--- src/rtl/instruction_sequencer_pkg.sv ---
// Shared types and helpers for the instruction sequencer.
// Opcode map, decode classes, state encoding and length rules.
package seq_pkg;

    localparam int WORD = 64;

    typedef enum logic [3:0] {
        OP_NOP   = 4'h0,
        OP_ALU   = 4'h1,
        OP_ALUI  = 4'h2,
        OP_LOAD  = 4'h3,
        OP_STORE = 4'h4,
        OP_JMP   = 4'hC,
        OP_BZ    = 4'hD,
        OP_HALT  = 4'hE
    } op_e;

    typedef enum logic [2:0] {
        CL_NOP,
        CL_ISSUE,
        CL_JMP,
        CL_BZ,
        CL_HALT,
        CL_ILL
    } cls_e;

    typedef enum logic [2:0] {
        ST_SETTLE,
        ST_FETCH,
        ST_ISSUE,
        ST_WAIT_Z,
        ST_STOP
    } seq_state_e;

    function automatic logic op_has_imm(input logic [3:0] op);
        case (op)
            OP_ALUI, OP_LOAD, OP_STORE, OP_JMP, OP_BZ: return 1'b1;
            default: return 1'b0;
        endcase
    endfunction

    function automatic logic [3:0] op_len(input logic [3:0] op);
        return op_has_imm(op) ? 4'd6 : 4'd2;
    endfunction

endpackage

--- src/rtl/instr_decode.sv ---
// Combinational opcode decoder: class, byte length, immediate
// presence and legality for one 4-bit opcode.
module instr_decode
    import seq_pkg::*;
(
    input  logic [3:0] op,
    output cls_e       cls,
    output logic [3:0] len,
    output logic       has_imm,
    output logic       legal
);

    always_comb begin
        has_imm = op_has_imm(op);
        len     = op_len(op);
        legal   = 1'b1;
        cls     = CL_ILL;
        case (op)
            OP_NOP:  cls = CL_NOP;
            OP_ALU, OP_ALUI, OP_LOAD, OP_STORE: cls = CL_ISSUE;
            OP_JMP:  cls = CL_JMP;
            OP_BZ:   cls = CL_BZ;
            OP_HALT: cls = CL_HALT;
            default: begin
                cls   = CL_ILL;
                legal = 1'b0;
            end
        endcase
    end

endmodule

--- src/rtl/instruction_sequencer.sv ---
// PC owner and decode/issue stage behind the instruction fetcher.
// Issues ops over valid/ready, resolves jumps/branches, tracks halt.
module instruction_sequencer
    import seq_pkg::*;
#(
    parameter logic [WORD-1:0] RESET_PC = 64'h0
) (
    input  logic            clk,
    input  logic            rst,
    output logic [WORD-1:0] pc,
    input  logic            f_ready,
    input  logic [15:0]     f_ins,
    input  logic [31:0]     f_imm,
    output logic            x_valid,
    input  logic            x_ready,
    output logic [3:0]      x_op,
    output logic [3:0]      x_rd,
    output logic [3:0]      x_rs,
    output logic [3:0]      x_fn,
    output logic [31:0]     x_imm,
    output logic [WORD-1:0] x_pc,
    input  logic            x_idle,
    input  logic            z_flag,
    output logic            halted,
    output logic            illegal,
    output logic [31:0]     retired
);

    seq_state_e      state_q, state_d;
    logic [WORD-1:0] pc_q, pc_d;
    logic [WORD-1:0] x_pc_q, x_pc_d;
    logic            x_valid_q, x_valid_d;
    logic [3:0]      x_op_q, x_op_d;
    logic [3:0]      x_rd_q, x_rd_d;
    logic [3:0]      x_rs_q, x_rs_d;
    logic [3:0]      x_fn_q, x_fn_d;
    logic [31:0]     x_imm_q, x_imm_d;
    logic [3:0]      len_q, len_d;
    logic [31:0]     br_imm_q, br_imm_d;
    logic            halted_q, halted_d;
    logic            illegal_q, illegal_d;
    logic [31:0]     retired_q, retired_d;

    logic [WORD-1:0] target;
    logic            fault;
    logic            retire;

    cls_e            dec_cls;
    logic [3:0]      dec_len;
    logic            dec_has_imm;
    logic            dec_legal;

    instr_decode u_dec (
        .op      (f_ins[15:12]),
        .cls     (dec_cls),
        .len     (dec_len),
        .has_imm (dec_has_imm),
        .legal   (dec_legal)
    );

    always_comb begin
        state_d   = state_q;
        pc_d      = pc_q;
        x_pc_d    = x_pc_q;
        x_valid_d = x_valid_q;
        x_op_d    = x_op_q;
        x_rd_d    = x_rd_q;
        x_rs_d    = x_rs_q;
        x_fn_d    = x_fn_q;
        x_imm_d   = x_imm_q;
        len_d     = len_q;
        br_imm_d  = br_imm_q;
        halted_d  = halted_q;
        illegal_d = illegal_q;
        target    = '0;
        fault     = 1'b0;
        retire    = 1'b0;

        unique case (state_q)
            // Fetcher output lags a new pc by one edge; skip that cycle.
            ST_SETTLE: state_d = ST_FETCH;

            ST_FETCH: begin
                if (f_ready) begin
                    unique case (dec_cls)
                        CL_NOP: begin
                            pc_d    = pc_q + 64'd2;
                            retire  = 1'b1;
                            state_d = ST_SETTLE;
                        end
                        CL_ISSUE: begin
                            x_op_d    = f_ins[15:12];
                            x_rd_d    = f_ins[11:8];
                            x_rs_d    = f_ins[7:4];
                            x_fn_d    = f_ins[3:0];
                            x_imm_d   = dec_has_imm ? f_imm : 32'h0;
                            x_pc_d    = pc_q;
                            len_d     = dec_len;
                            x_valid_d = 1'b1;
                            state_d   = ST_ISSUE;
                        end
                        CL_JMP: begin
                            target = {32'h0, f_imm};
                            if (target[0]) begin
                                fault = 1'b1;
                            end else begin
                                pc_d    = target;
                                retire  = 1'b1;
                                state_d = ST_SETTLE;
                            end
                        end
                        CL_BZ: begin
                            br_imm_d = f_imm;
                            state_d  = ST_WAIT_Z;
                        end
                        CL_HALT: begin
                            retire   = 1'b1;
                            halted_d = 1'b1;
                            state_d  = ST_STOP;
                        end
                        default: fault = 1'b1;
                    endcase
                    if (!dec_legal) fault = 1'b1;
                end
            end

            ST_ISSUE: begin
                if (x_valid_q && x_ready) begin
                    x_valid_d = 1'b0;
                    pc_d      = pc_q + {60'h0, len_q};
                    retire    = 1'b1;
                    state_d   = ST_SETTLE;
                end
            end

            ST_WAIT_Z: begin
                if (x_idle) begin
                    if (z_flag) begin
                        target = pc_q + {{32{br_imm_q[31]}}, br_imm_q};
                    end else begin
                        target = pc_q + 64'd6;
                    end
                    if (target[0]) begin
                        fault = 1'b1;
                    end else begin
                        pc_d    = target;
                        retire  = 1'b1;
                        state_d = ST_SETTLE;
                    end
                end
            end

            ST_STOP: state_d = ST_STOP;

            default: state_d = ST_STOP;
        endcase

        retired_d = retired_q + {31'h0, retire};

        if (fault) begin
            halted_d  = 1'b1;
            illegal_d = 1'b1;
            state_d   = ST_STOP;
        end
    end

    always_ff @(posedge clk or posedge rst) begin
        if (rst) begin
            state_q   <= ST_SETTLE;
            pc_q      <= RESET_PC;
            x_pc_q    <= '0;
            x_valid_q <= 1'b0;
            x_op_q    <= '0;
            x_rd_q    <= '0;
            x_rs_q    <= '0;
            x_fn_q    <= '0;
            x_imm_q   <= '0;
            len_q     <= '0;
            br_imm_q  <= '0;
            halted_q  <= 1'b0;
            illegal_q <= 1'b0;
            retired_q <= '0;
        end else begin
            state_q   <= state_d;
            pc_q      <= pc_d;
            x_pc_q    <= x_pc_d;
            x_valid_q <= x_valid_d;
            x_op_q    <= x_op_d;
            x_rd_q    <= x_rd_d;
            x_rs_q    <= x_rs_d;
            x_fn_q    <= x_fn_d;
            x_imm_q   <= x_imm_d;
            len_q     <= len_d;
            br_imm_q  <= br_imm_d;
            halted_q  <= halted_d;
            illegal_q <= illegal_d;
            retired_q <= retired_d;
        end
    end

    assign pc      = pc_q;
    assign x_valid = x_valid_q;
    assign x_op    = x_op_q;
    assign x_rd    = x_rd_q;
    assign x_rs    = x_rs_q;
    assign x_fn    = x_fn_q;
    assign x_imm   = x_imm_q;
    assign x_pc    = x_pc_q;
    assign halted  = halted_q;
    assign illegal = illegal_q;
    assign retired = retired_q;

endmodule
--- config.mk ---
export PLATFORM = sky130hd
export DESIGN_NAME = instruction_sequencer
export DESIGN_NICKNAME = d
export VERILOG_FILES = /design/src/rtl/instruction_sequencer_pkg.sv /design/src/rtl/instr_decode.sv /design/src/rtl/instruction_sequencer.sv
export SDC_FILE = /design/constraint.sdc
export NUM_CORES = 1
export LEC_CHECK = 0
export CAP_MARGIN = 30
export CORE_ASPECT_RATIO = 1.4
export CORE_MARGIN = 2
export CORE_UTILIZATION = 34
export DETAILED_ROUTE_END_ITERATION = 8
export PLACE_DENSITY_LB_ADDON = 0.12
export SYNTH_ARGS = -nofsm -noshare
export SYNTH_HDL_FRONTEND = slang
export SYNTH_SLANG_ARGS = --single-unit
--- constraint.sdc ---
create_clock -name clk -period 8.5 [get_ports clk]
set_clock_uncertainty 0.2 [all_clocks]
set_input_delay 0.85 -clock clk [delete_from_list [all_inputs] [get_ports clk]]
set_output_delay 0.85 -clock clk [all_outputs]
set_load 0.02 [all_outputs]
-- Word level (Yosys, flattened, before mapping)
Index checks and enable logic that the tools add are counted.
- bits in registers: 250
- input bits: 54
- output and inout bits: 211
- word-level logic and storage cells: 111
- add/subtract/negate cells: 5
- equality and inequality tests: 27
- muxes and demuxes: 45
- reductions and logical operators: 20
- operators by type and width (operator ; count):
    two-way mux 64 bit ; 8
    one-hot mux 64 bit (3 select lines) ; 1
    one-hot mux 64 bit (2 select lines) ; 1
    adder 64 x 2 -> 64 bit, second input constant ; 1
    adder 64 x 3 -> 64 bit, second input constant ; 1
    adder 64 x 4 -> 64 bit ; 1
    adder 64 bit ; 1
    adder 32 x 1 -> 32 bit ; 1
    two-way mux 32 bit ; 1
    one-hot mux 3 bit (5 select lines) ; 2
    two-way mux 3 bit ; 7
    two-way mux 1 bit ; 19
    inequality test 3 bit, second input constant ; 5
    equality test 3 x 2 -> 1 bit, second input constant ; 4
    equality test 4 bit, second input constant ; 3
    one-hot mux 3 bit (4 select lines) ; 1
    AND reduction 3 bit ; 3
    equality test 4 x 2 -> 1 bit, second input constant ; 2
    inequality test 2 bit, second input constant ; 4
    one-hot mux 1 bit (2 select lines) ; 4
    nonzero test 2 bit ; 4
    OR reduction 4 bit ; 2
    OR reduction 8 bit ; 1
    inequality test 7 x 2 -> 1 bit, second input constant ; 1
    other kinds (17) ; 19

-- Logic depth before layout (Yosys ltp)
- word-level depth: 11
- gate-level depth with buffers: 17
- mapped depth without buffers: 14

-- Modules after synthesis
A second synthesis with hierarchy kept.
- cell total of the unflattened synthesis: 2396
- area total of the unflattened synthesis: 18457.7 um^2
- modules (own cells, without submodules) (module ; instances ; cells an instance ; area each (um^2) ; sequential area each (um^2)):
    instruction_sequencer ; 1 ; 2377 ; 18325.1 ; 6256.0
    instr_decode ; 1 ; 19 ; 132.6 ; 0.0

-- Worst setup path before layout
Ideal clock, no wire load.
- kind: in2reg
- start point: in f_ins[12]
- end point: reg retired_q[26] (netlist: retired[26])
- library setup time: 0.130 ns
- arrival time: 4.275 ns
- required time: 8.170 ns
- path slack: 3.894 ns
- stages: 16
- path buffers: 3
- cells stage by stage: clkbuf_1 -> nor2_1 -> a31oi_1 -> a2111oi_2 -> clkbuf_1 -> nand2_1 -> clkbuf_1 -> o211ai_1 -> ha_1 -> ha_1 -> nand2_1 -> nor4_1 -> and3_1 -> and4_1 -> nand2_1 -> xnor2_1
- cells in the longest elaborated chain, start to end: 9
- elaborated cells between the ends (all ways): 18
- classes of those cells: 1 x add/sub; 9 x eq/ne; 4 x mux; 4 x reduce/logical
- ends and longest elaborated chain (item ; line ; text):
    start: declaration ; instruction_sequencer.sv:12 ; input logic [15:0] f_ins,
    equality test 4 x 1 -> 1 bit, or another cell as far along ; instr_decode.sv:18 ; case (op)
    OR reduction 4 bit ; -- ;
    one-hot mux 3 bit (5 select lines) * ; instr_decode.sv:18 ;
    equality test 3 bit / logical NOT 3 bit (equally long branches) ; instruction_sequencer.sv:85 ; unique case (dec_cls)
    OR reduction 2 bit (no source line) ; -- ;
    one-hot mux 1 bit (2 select lines) * ; instruction_sequencer.sv:85 ;
    two-way mux 1 bit * ; instruction_sequencer.sv:84 ; if (f_ready) begin
    one-hot mux 1 bit (3 select lines) * ; instruction_sequencer.sv:79 ; unique case (state_q)
    adder 32 x 1 -> 32 bit * ; instruction_sequencer.sv:158 ; retired_d = retired_q + {31'h0, retire};
    via retired_d[26] ; instruction_sequencer.sv:42 ; logic [31:0] retired_q, retired_d;
    end signal: assignment ; instruction_sequencer.sv:197 ; retired_q <= retired_d;
    end: declaration ; instruction_sequencer.sv:42 ;
The timed path passes the listed nets; every way through them passes the cells marked *.
A chain may end at the register's enable or synchronous reset.

-- Worst setup path in the final report
- start point: reg state_q[1]
- end point: reg retired_q[31] (netlist: retired[31])
- cells in the longest elaborated chain, start to end: 3
- elaborated cells between the ends (all ways): 5
- classes of those cells: 1 x add/sub; 3 x eq/ne; 1 x mux
- ends and longest elaborated chain (item ; line ; text):
    start: declaration ; instruction_sequencer.sv:29 ; seq_state_e state_q, state_d;
    start signal: assignment ; instruction_sequencer.sv:184 ; state_q <= state_d;
    equality test 3 x 2 -> 1 bit / equality test 3 x 1 -> 1 bit (equally long branches) ; instruction_sequencer.sv:79 ;
    one-hot mux 1 bit (3 select lines) * ; instruction_sequencer.sv:79 ;
    adder 32 x 1 -> 32 bit * ; instruction_sequencer.sv:158 ;
    via retired_d[31] ; instruction_sequencer.sv:42 ;
Marked as above.

==> results summary <==
The run finished with clean final reports. During placement, the flow inserted port buffers numbering 262. Once layout is complete, the cells apart from fillers number 3051.

The switching fraction of total power came out at 0.4020. Measured against its own limit, the worst slew margin works out to 0.3220. The logic depth of the worst register-to-register path came out at 14. By area the synthesized netlist is led by dfrtp_1 (35%), nand2_1 (8.9%), a21oi_1 (4.9%).

The number of I/O pins came out at 265. The proportion of power drawn by flip-flops and latches is 0.337. The worst hold endpoint is retired[31]. For this run, the number of Yosys warnings is 0. The overall routing resource usage came out at 0.2746. The synthesized area per cell came out at 7.982 um2. The timing-limited maximum frequency came out at 189.5 MHz. The worst setup path category is register to register. In the routed design, unresolved DRC markers number 0. The cell area after synthesis came out at 17560 um2. The clock passes through at most 3 buffers. The global route total overflow came out at 0. The area growth from synthesis to layout is 24.05%. The pin count of the biggest net entering global routing is 88. TritonCTS built the clock tree. The clock-pin slew of the registers on the worst-case setup and hold paths is 0.07 ns.

The synthesized instance count came out at 2200. The placer's final routability congestion estimate is 0.9194. The area share of the largest cell type after synthesis is 0.3506. The internal power is 3.168 mW.

The parity-gate share of the synthesized area counting xor and xnor cells is 0.07332. The pin slew with the least headroom to its limit came out at 1.008 ns. In this run the horizontal extent of the chip is 196.1 um.

STA classifies the critical path endpoint as a register. The most area-hungry cell type in the Yosys netlist is dfrtp_1. In this run the critical register-to-register path is captured at retired[31].

In this run the critical register-to-register path is launched from state_q[1]. The startpoint kind of the worst setup timing path is a register. The number of violations of the max-capacitance limit came out at 0.

The region available for standard cell placement spans 51010 um2. For the worst-skew pair, the clock arrives at the later sink with an insertion delay of 0.59 ns. The final-report hold violation count is 0. The count of TritonRoute iterations in the first routing pass is 6. The placed instance count came out at 2993. Setup repair after global routing left no endpoint under its margin. The post-detailed-routing wire length is 74.48 mm. The starting density of the core came out at 0.3443. The floorplan has 98 rows. The portion of total power attributed to combinational logic is 0.402.

Of all nets on the critical path, the largest fanout is 29. The share of post-route cells with drive strength above 1 is 0.06872. The final max-slew violation count is 0. By area, the combinational part of the netlist is dominated by simple AND/OR/NAND/NOR gates. The post-synthesis compound-gate area fraction was 0.2214. The first routing iteration left 1492 violations. The number of global-route vias before repair is 17780.

Counting instances, the worst hold path has a depth of 1. The clock share of power is 0.260. The maximum VDD drop came out at 132.0 uV. Adding up every negative setup slack in the final design gives 0 ns. The register area share after synthesis came out at 0.3506. The wire-length estimate of the detail-placed layout is 54.50 mm. Summed over all cells, the static leakage comes to 9.106 nW.

The number of setup violations in the final report came out at 0. The proportion of synthesized flip-flops having asynchronous set or reset is 1.000. The number of instances resized during post-cts repair came out at 0.

The startpoint of the lowest-slack hold path is retired[31]. The root buffer cell chosen for the clock tree is clkbuf_16. The internal reg-to-reg setup slack is 3.22 ns. The number of enable flip-flop cells after synthesis came out at 0. Of the total synthesized cell area, the portion taken by full adders, half adders and majority gates is 0.04959. After synthesis, the share of cell area in mux cells is 0.02451. The wire length of the first global-routing pass came out at 112.5 mm.

The sink count of the clock tree came out at 246. Dividing the final minimum period by the clock period gives 0.6207. CTS built an H-tree with a depth of 1. The quantity of hold-fixing buffers added after cts is 0.

The number of buffers inserted to repair setup after CTS is 0. For this design the ratio of total power to cell area is 243.1 nW/um2. The total number of vias is 17810.

The arrival time at the worst endpoint came out at 5.54 ns. The die outline height is 272.9 um. The net total in the final layout is 2501. The most used flip-flop cell after synthesis is dfrtp_1. The detail-routed net length per standard cell is 24.41 um. Once detail routing completed, the nets flagged for antenna violations numbered 0.

The share of synthesized cell area in and, or, nand and nor gates came out at 0.2377. The number of antenna violations at the first check in global routing came out at 0. Summed over all nets, the switching power comes to 2.129 mW. 0 antenna diodes ended up in the layout. The post-synthesis sequential element count came out at 246. The required arrival time at the worst endpoint came out at 8.77 ns.

The worst slack on hold paths is 0.2710 ns. TritonCTS created 30 clock buffers. The floorplan step defined a die boundary enclosing 53510 um2. The class of the tightest hold or removal check is register to register. The via count normalized by instance count came out at 5.836.

The number of different library cells in the post-synthesis netlist came out at 89. The clock period minus worst slack is 5.276 ns.
## registers in the layout, indices dropped and copies added, names as in the netlist
name,flops
pc,63
x_pc,63
br_imm_q,32
retired,32
x_imm,32
x_fn,4
x_op,4
x_rd,4
x_rs,4
state_q,3
len_q,2
halted,1
illegal,1
x_valid,1
## power by group through the flow
stage / Combinational, mW / Sequential, mW / Clock, mW
floorplan: 1.10 / 1.90 / 0
global placement: 2.12 / 1.80 / 0
detailed placement: 2.13 / 1.80 / 0
CTS: 2.14 / 1.79 / 1.42
global route: 2.32 / 1.83 / 1.46
finish: 2.13 / 1.79 / 1.38
## cell usage in the layout (no fill, tap or decap), types with 52 or more instances in the layout
cell type	Yosys	final
nand3_1	73	73
ha_1	68	68
a21oi_1	172	172
xnor2_1	95	95
dfrtp_1	246	246
nor2_1	187	184
xor2_1	52	52
o21ai_0	162	162
nand2_1	415	414
nand4_1	53	53
clkdlybuf4s50_1	0	261
## stage by stage
| step | power [mW] | utilization | setup WS, ns | area (um2) |
|---|---|---|---|---|
| 6_report | 5.297 | 0.4271 | 3.224 | 21780 |
| 5_1_grt | 5.605 | 0.4271 | 2.866 | 21780 |
| 4_1_cts | 5.342 | 0.4256 | 3.263 | 21710 |
| 3_5_place_dp | 3.936 | 0.4054 | 2.883 | 20680 |
| 3_3_place_gp | 3.917 | 0.4048 | 3.001 | 20650 |
| 2_1_floorplan | 2.999 | - | 0.6918 | 17560 |
## cells by family (layout without fill, tap and decap cells)
family,Yosys count,after routing
fa+ha+maj,69,69
compound gates,604,604
xor+xnor,147,147
other cells,1,2
buf+inv,182,382
mux,39,39
flops,246,246
simple gates,912,912
## critical path: stages (launching register included)
cell and delay [ns]:
dfrtp_1 0.48, nor2b_2 0.19, buf_4 0.26, nand2_1 0.63, nor2_1 0.20, a2111oi_4 0.40, nand2_1 0.45, o211ai_1 0.36
ha_1 0.24, nand3_1 0.20, nor4_1 0.63, and3_1 0.32, and4_1 0.31, nand3_1 0.14, xnor2_1 0.14
## layer usage
metal | GRT usage | part of all wire | vias up
met5 | 0 | 0 | -
met4 | 0.1200 | 0.044 | 0
met3 | 0.02703 | 0.048 | 147
met2 | 0.4937 | 0.51 | 644
met1 | 0.3325 | 0.40 | 8780
li1 | - | - | 8236
## layout make-up
cell class	instances	area (um2)
Fill cell	5234	29220
Multi-Input combinational cell	1773	10710
Sequential cell	246	6156
Timing Repair Buffer	298	2960
Clock buffer	40	839.6
Tap cell	650	813.3
Clock inverter	15	192.7
Inverter	29	116.4
## synth_stat cells, drive strengths merged, types with 11 or more instances
cell,instances
o211ai,15
clkbuf,106
nand4,55
dfrtp,246
nand3,74
ha,68
and3,25
nor4,16
xor2,52
a221oi,11
xnor2,95
or3,16
o31ai,12
buf,47
o221ai,13
nand2,415
inv,29
a31oi,19
nor2,188
o21ai,170
a22o,39
mux2,32
o22ai,23
nor3,56
a211oi,20
a21oi,174
and4,11
a21o,36
## how the worst max path moves through the flow
| stage | start | endpoint | slack [ns] | depth (start not counted) |
|---|---|---|---|---|
| 6_report | state_q[1] | retired[31] | 3.22 | 14 |
| 5_1_grt | state_q[1] | retired[30] | 2.87 | 15 |
| 4_1_cts | state_q[1] | retired[26] | 3.26 | 15 |
| 3_5_place_dp | f_ins[14] | retired[26] | 2.88 | 15 |
| 3_3_place_gp | f_ins[15] | retired[30] | 3.00 | 15 |
| 2_1_floorplan | rst | br_imm_q[0] | 0.69 | 1 |
No activity file was read; power rests on OpenSTA's default activity.
